$ cat src/rtl/rf_wbq_pkg.sv
// Shared types and constants for the register-file writeback queue.
//   DW          : writeback data width
//   AW          : register address width (32 registers)
//   wbq_entry_t : one queued write {addr, data}
package rf_wbq_pkg;

    localparam int DW = 32;
    localparam int AW = 5;

    typedef struct packed {
        logic [AW-1:0] addr;
        logic [DW-1:0] data;
    } wbq_entry_t;

endpackage

$ cat src/rtl/rf_wbq_fifo.sv
// Circular buffer behind the writeback queue.
// It accepts up to two writes and one read per cycle.
// Write port 0 is always placed ahead of write port 1.
// The caller guarantees that the buffer never overflows or underflows.
// Ports:
//   clk, rst       : clock and asynchronous active-high reset
//   we0, wd0       : first (older) write
//   we1, wd1       : second (younger) write
//   re             : pop the head entry at this edge
//   head           : entry at the read pointer (meaningless when count==0)
//   count          : number of occupied entries
//   entries,rd_ptr : raw storage and read pointer, present only with
//                    RF_WBQ_BYPASS_EN defined (used by the bypass search)
module rf_wbq_fifo
    import rf_wbq_pkg::*;
#(
    parameter int DEPTH = 4,
    localparam int PW = $clog2(DEPTH),
    localparam int CW = PW + 1
) (
    input  logic                     clk,
    input  logic                     rst,
    input  logic                     we0,
    input  wbq_entry_t               wd0,
    input  logic                     we1,
    input  wbq_entry_t               wd1,
    input  logic                     re,
    output wbq_entry_t               head,
`ifdef RF_WBQ_BYPASS_EN
    output wbq_entry_t [DEPTH-1:0]   entries,
    output logic [PW-1:0]            rd_ptr,
`endif
    output logic [CW-1:0]            count
);

    wbq_entry_t [DEPTH-1:0] mem;
    logic [PW-1:0]          wptr;
    logic [PW-1:0]          rptr;
    logic [PW-1:0]          wptr_nxt1;
    logic [CW-1:0]          enq;

    // Pointers are PW bits wide, so they wrap modulo DEPTH because DEPTH is a power of two.
    assign wptr_nxt1 = wptr + PW'(1);
    assign enq       = CW'(we0) + CW'(we1);
    assign head      = mem[rptr];

`ifdef RF_WBQ_BYPASS_EN
    assign entries = mem;
    assign rd_ptr  = rptr;
`endif

    always_ff @(posedge clk or posedge rst) begin
        if (rst) begin
            wptr  <= '0;
            rptr  <= '0;
            count <= '0;
        end else begin
            wptr  <= wptr + PW'(we0) + PW'(we1);
            rptr  <= rptr + PW'(re);
            count <= count + enq - CW'(re);
        end
    end

    // The storage needs no reset.
    // Occupancy is tracked only by count and the pointers.
    // If port 0 is idle, a lone port-1 write takes the first free slot.
    always_ff @(posedge clk) begin
        if (we0) mem[wptr] <= wd0;
        if (we1) mem[we0 ? wptr_nxt1 : wptr] <= wd1;
    end

endmodule

$ cat src/rtl/rf_wb_queue.sv
// Writeback queue in front of the 32x32 register file's single write port.
// Two producers feed the queue: s0 is the main pipeline and has fixed
// priority, and s1 is the mult/div unit. Their requests are queued in
// order and drained one per cycle to the RF (wr_en/wr_addr/wr_data).
// Writes to r0 are accepted but dropped.
// DW/AW come from rf_wbq_pkg.
// Optional feature macro: RF_WBQ_BYPASS_EN. It adds a two-port lookup
// (q_a1/q_a2 -> q_hit*/q_rd*) that returns the youngest queued value for
// each address.
// Handshake: a request transfers at a rising edge where valid & ready.
// Ready is derived from the registered count and s0_valid only. It never
// depends on a same-cycle dequeue.
// Ports:
//   clk, rst                : clock, asynchronous active-high reset
//   s0_valid/addr/data/ready: pipeline writeback request
//   s1_valid/addr/data/ready: mult/div writeback request
//   drain_en                : allow the head entry to be written this cycle
//   wr_en, wr_addr, wr_data : RF write port (RFWr/A3/WD)
//   count, full, empty      : occupancy
module rf_wb_queue
    import rf_wbq_pkg::*;
#(
    parameter int DEPTH = 4
) (
    input  logic                     clk,
    input  logic                     rst,
    input  logic                     s0_valid,
    input  logic [AW-1:0]            s0_addr,
    input  logic [DW-1:0]            s0_data,
    output logic                     s0_ready,
    input  logic                     s1_valid,
    input  logic [AW-1:0]            s1_addr,
    input  logic [DW-1:0]            s1_data,
    output logic                     s1_ready,
    input  logic                     drain_en,
    output logic                     wr_en,
    output logic [AW-1:0]            wr_addr,
    output logic [DW-1:0]            wr_data,
    output logic [$clog2(DEPTH):0]   count,
    output logic                     full,
`ifdef RF_WBQ_BYPASS_EN
    input  logic [AW-1:0]            q_a1,
    input  logic [AW-1:0]            q_a2,
    output logic                     q_hit1,
    output logic                     q_hit2,
    output logic [DW-1:0]            q_rd1,
    output logic [DW-1:0]            q_rd2,
`endif
    output logic                     empty
);

    localparam int PW = $clog2(DEPTH);
    localparam int CW = PW + 1;

    wbq_entry_t head;
    wbq_entry_t s0_ent;
    wbq_entry_t s1_ent;
    logic       s0_push;
    logic       s1_push;

    // s1 may take the last free slot only when s0 is not competing for it.
    // This keeps the queue from overflowing even when a pop happens in the same cycle.
    assign s0_ready = (count <= CW'(DEPTH - 1));
    assign s1_ready = (count <= CW'(DEPTH - 2)) | ((count == CW'(DEPTH - 1)) & ~s0_valid);

    // A write to r0 completes the handshake but never occupies a slot.
    assign s0_push = s0_valid & s0_ready & (s0_addr != '0);
    assign s1_push = s1_valid & s1_ready & (s1_addr != '0);

    assign s0_ent = '{addr: s0_addr, data: s0_data};
    assign s1_ent = '{addr: s1_addr, data: s1_data};

    assign empty   = (count == '0);
    assign full    = (count == CW'(DEPTH));
    assign wr_en   = ~empty & drain_en;
    assign wr_addr = empty ? '0 : head.addr;
    assign wr_data = empty ? '0 : head.data;

`ifdef RF_WBQ_BYPASS_EN
    wbq_entry_t [DEPTH-1:0] entries;
    logic [PW-1:0]          rd_ptr;

    // Entries are walked from oldest to youngest, so the last match is the youngest.
    function automatic logic [DW:0] bypass_lookup(
        input logic [AW-1:0]          a,
        input wbq_entry_t [DEPTH-1:0] ents,
        input logic [PW-1:0]          oldest,
        input logic [CW-1:0]          n
    );
        logic          hit;
        logic [DW-1:0] d;
        logic [PW-1:0] idx;
        hit = 1'b0;
        d   = '0;
        for (int i = 0; i < DEPTH; i++) begin
            idx = oldest + PW'(i);
            if ((a != '0) && (CW'(i) < n) && (ents[idx].addr == a)) begin
                hit = 1'b1;
                d   = ents[idx].data;
            end
        end
        return {hit, d};
    endfunction

    assign {q_hit1, q_rd1} = bypass_lookup(q_a1, entries, rd_ptr, count);
    assign {q_hit2, q_rd2} = bypass_lookup(q_a2, entries, rd_ptr, count);
`endif

    rf_wbq_fifo #(.DEPTH(DEPTH)) u_fifo (
        .clk     (clk),
        .rst     (rst),
        .we0     (s0_push),
        .wd0     (s0_ent),
        .we1     (s1_push),
        .wd1     (s1_ent),
        .re      (wr_en),
        .head    (head),
`ifdef RF_WBQ_BYPASS_EN
        .entries (entries),
        .rd_ptr  (rd_ptr),
`endif
        .count   (count)
    );

endmodule
$ cat config.mk
export PLATFORM = sky130hd
export DESIGN_NAME = rf_wb_queue
export DESIGN_NICKNAME = d
export VERILOG_FILES = /design/src/rtl/rf_wbq_pkg.sv /design/src/rtl/rf_wbq_fifo.sv /design/src/rtl/rf_wb_queue.sv
export SDC_FILE = /design/constraint.sdc
export NUM_CORES = 1
export LEC_CHECK = 0
export CAP_MARGIN = 0
export CORE_MARGIN = 5
export CORE_UTILIZATION = 49
export CTS_CLUSTER_DIAMETER = 80
export DETAILED_ROUTE_END_ITERATION = 10
export HOLD_SLACK_MARGIN = 0.03
export PLACE_DENSITY_LB_ADDON = 0.1
export SETUP_SLACK_MARGIN = 0.15
export SLEW_MARGIN = 10
export SYNTH_ARGS = -nofsm -noshare
export SYNTH_HDL_FRONTEND = slang
export SYNTH_SLANG_ARGS = --single-unit
$ cat constraint.sdc
create_clock -name clk -period 2.22 [get_ports clk]
set_input_delay 0.333 -clock clk [delete_from_list [all_inputs] [get_ports clk]]
set_output_delay 0.333 -clock clk [all_outputs]
set_load 0.02 [all_outputs]
==> flow_summary.json <==
{
  "cp_max_fo": 8,
  "final_nets": 899,
  "critPathBufInv": 4,
  "critical_path_depth": 6,
  "io_pins": 124,
  "finalCoreUtilization_pct": 74.2,
  "hpwl_um": 14300,
  "cts.reportedPaths.clkPinSlew_ns": 0.06,
  "period_minus_slack_ns": 2.32,
  "post_synthesis_cells": 610,
  "routedWlPerCell_um": 23.1,
  "dpl-instance-area_um2": 10500,
  "r2r.worst_path.cells": 9,
  "critical_path_class": "reg -> out",
  "skew_ns": 0.00893,
  "r2r-start": "u_fifo.count[2]$_DFF_PP0_",
  "run_status": "finished with violations",
  "critical_path.startpoint_type": "flip-flop",
  "synthesis.area_per_instance_um2": 13.3,
  "n_antenna_cell": 0,
  "finalWeightedCongestion": 0.814,
  "pwr_density_cell_nw_per_um2": 1740,
  "timing.critical_path.from": "u_fifo.rptr[0]$_DFF_PP0_",
  "std_cell_rows": 47,
  "antenna_violations_before_repair": 0,
  "max_stage_delay_ns": 0.48,
  "cp_slowest_cell": "mux4_2",
  "timing_max_transition_violations_final": 0,
  "n_fill_cell": 1029,
  "via_per_inst": 5.62,
  "hold-worst-slack_ns": 0.153,
  "synth_xor_xnor_area_share_pct": 0.632,
  "layout.cells.most_common_list": "165 x mux2_2, 148 x dfxtp_1, 132 x mux2_4",
  "number_of_buffers_created_by_cts": 17,
  "leakagePower_nw": 5.43,
  "port_buffers": 123,
  "clock_latency_ns": 0.43,
  "clock_path_buffers": 2,
  "grt_pass1_vias": 6445,
  "grt_first_pass_wirelength_um": 35900,
  "grt_start_max_net_pins": 17,
  "via_count": 5853,
  "tritoncts_clock_tree": "built",
  "rrSetupSlack_ns": 0.01,
  "grt_overflow": 0,
  "max-cap-violations": 0,
  "worst_ir_drop_vdd_uv": 1100,
  "postCtsHoldBufs": 0,
  "hold_viol_final": 0,
  "required_ns": 1.89,
  "grt_setup_unrepaired": "true",
  "cts_max_level": 4,
  "period_share_pct": 104,
  "yosys_warnings": 0,
  "register_area_share_after_synthesis_pct": 38.7,
  "hp-class": "in -> async",
  "synth.largest_area_cell": "mux2_2",
  "floorplan.initialDensity_pct": 49.5,
  "cpLargestDelayFamily": "buffers and inverters",
  "chipHeight_um": 139,
  "worst_setup_path_endpoint": "wr_data[16]",
  "synth.area.mux_share_pct": 51.6,
  "synthDistinctLibCells": 27,
  "cp_cell_sequence": "buf_12 > buf_8 > buf_16 > mux4_2 > nor2b_1 > buf_2",
  "synth_simple_gate_area_share_pct": 3.93,
  "grt_util_all_layers_pct": 23.9,
  "fp.coreArea_um2": 16400,
  "synth.ff_latch_count": 155,
  "failed_checks": "setup timing",
  "synth_top_cell_area_share_pct": 40.8,
  "area_share_of_fa_ha_maj_cells_after_synthesis_pct": 1.88,
  "finalWirelength_um": 24000,
  "fp.dieArea_um2": 19200,
  "dp_cells": 972,
  "slew_headroom_pct": 78.8,
  "post-route-drc-count": 0,
  "synth_fp_nets": 700,
  "area_delta_synth_final_pct": 49.9,
  "finalSetupViolations": 21,
  "worst_slack_ns": -0.0967,
  "floorplan.die.width_um": 139,
  "drt_first_pass_iters": 5,
  "combinational_family_with_the_most_area_after_synthesis": "multiplexers",
  "clock-sinks": 155,
  "timing.critical_path.arrival_ns": 1.98,
  "critical_path.endpoint_type": "output pin",
  "drtAntennaViolNets": 0,
  "fmax_mhz": 432,
  "drt_iter0_drc": 235,
  "sum_of_negative_setup_slack_ns": -0.966,
  "max_slew.worst_pin.slew_ns": 0.319,
  "mostFrequentLayoutCell": "mux2_2",
  "synth-compound-area-share_pct": 0.293,
  "post_route_cells_drive_above_1_share_pct": 66.2,
  "cts_root_buf": "clkbuf_16",
  "synth.top_cells.by_area": "mux2_2 41%, dfxtp_1 36%, mux4_2 10%, nor2b_1 2.9%, dfrtp_1 2.2%",
  "critical_path.reg2reg.endpoint": "u_fifo.mem[123]$_DFF_P_",
  "final_design_area_no_fill_um2": 12200,
  "layoutNonFillerInstCount": 1042,
  "synthesis.area_um2": 8120
}
[per-stage QoR]
| stage | worst slack (ns) | power (W) |
|---|---|---|
| CTS | -0.109 | 0.0199 |
| finish | -0.0967 | 0.0211 |
| floorplan | -0.393 | 0.0126 |
| detailed placement | -0.774 | 0.0164 |
| global route | -0.151 | 0.0221 |
| global placement | -0.733 | 0.0160 |
[how the worst min path moves through the flow]
stage and endpoint:
6_report u_fifo.count[2]$_DFF_PP0_, 5_1_grt u_fifo.count[2]$_DFF_PP0_, 4_1_cts u_fifo.count[2]$_DFF_PP0_, 3_5_place_dp u_fifo.mem[126]$_DFF_P_, 3_3_place_gp u_fifo.mem[50]$_DFF_P_, 2_1_floorplan u_fifo.count[0]$_DFF_PP0_
[synthesized netlist by cell type (all sizes together)]
library cell    n
mux2          297
dfxtp         148
nor2b          38
mux4           37
buf            24
clkbuf         14
inv            13
ha              9
dfrtp           7
nand2           4
xnor2           4
nor3            3
fa              2
nand3           2
or3             2
a31oi           1
mux2i           1
o211ai          1
o311a           1
or4             1
xor2            1
[sequential cells by signal (all words and copies together) (netlist names)]
register	cells
u_fifo.count	3
u_fifo.rptr	2
u_fifo.mem	148
u_fifo.wptr	2
[logic make-up after synthesis]
| logic type | after synthesis |
|---|---|
| muxes | 335 |
| DFF | 155 |
| buffers and inverters | 51 |
| and+or+nand+nor | 50 |
| adders and majority gates | 11 |
| xor gates and xnor gates | 5 |
| AOI/OAI and AO/OA | 3 |
[cell type report]
| cell class | instances | area [um^2] | area share, % |
|---|---|---|---|
| inverters | 13 | 51.3 | 0.421 |
| repair buffers | 218 | 2590 | 21.3 |
| clock inverters | 7 | 114 | 0.935 |
| clock buffers | 25 | 485 | 3.99 |
| well taps | 220 | 275 | 2.26 |
| flip-flops and latches | 155 | 3140 | 25.8 |
| multi-input cells | 404 | 5510 | 45.3 |
[routing by layer]
layer  vias to the layer above  global-route usage, %  wire length [um]
met5                         -                      0                 0
met2                       158                   42.9             12200
li1                       2674                      -                 -
met3                        27                   4.55              1080
met1                      2994                   29.2             10500
met4                         0                   7.00               261
[where the power goes]
part / switching, W / leakage (nW) / internal (W)
logic: 0.00490 / 3.81 / 0.00802
registers: 0.000832 / 1.33 / 0.00437
clock network: 0.00115 / 0.295 / 0.00186
[repair_timing]
item                       in CTS  in global routing
gates resized for setup       253                110
gates cloned                   12                  4
pin swaps                      10                 12
setup endpoints to repair     191                152
setup buffers                  13                  9
No activity file was read; power rests on OpenSTA's default activity.
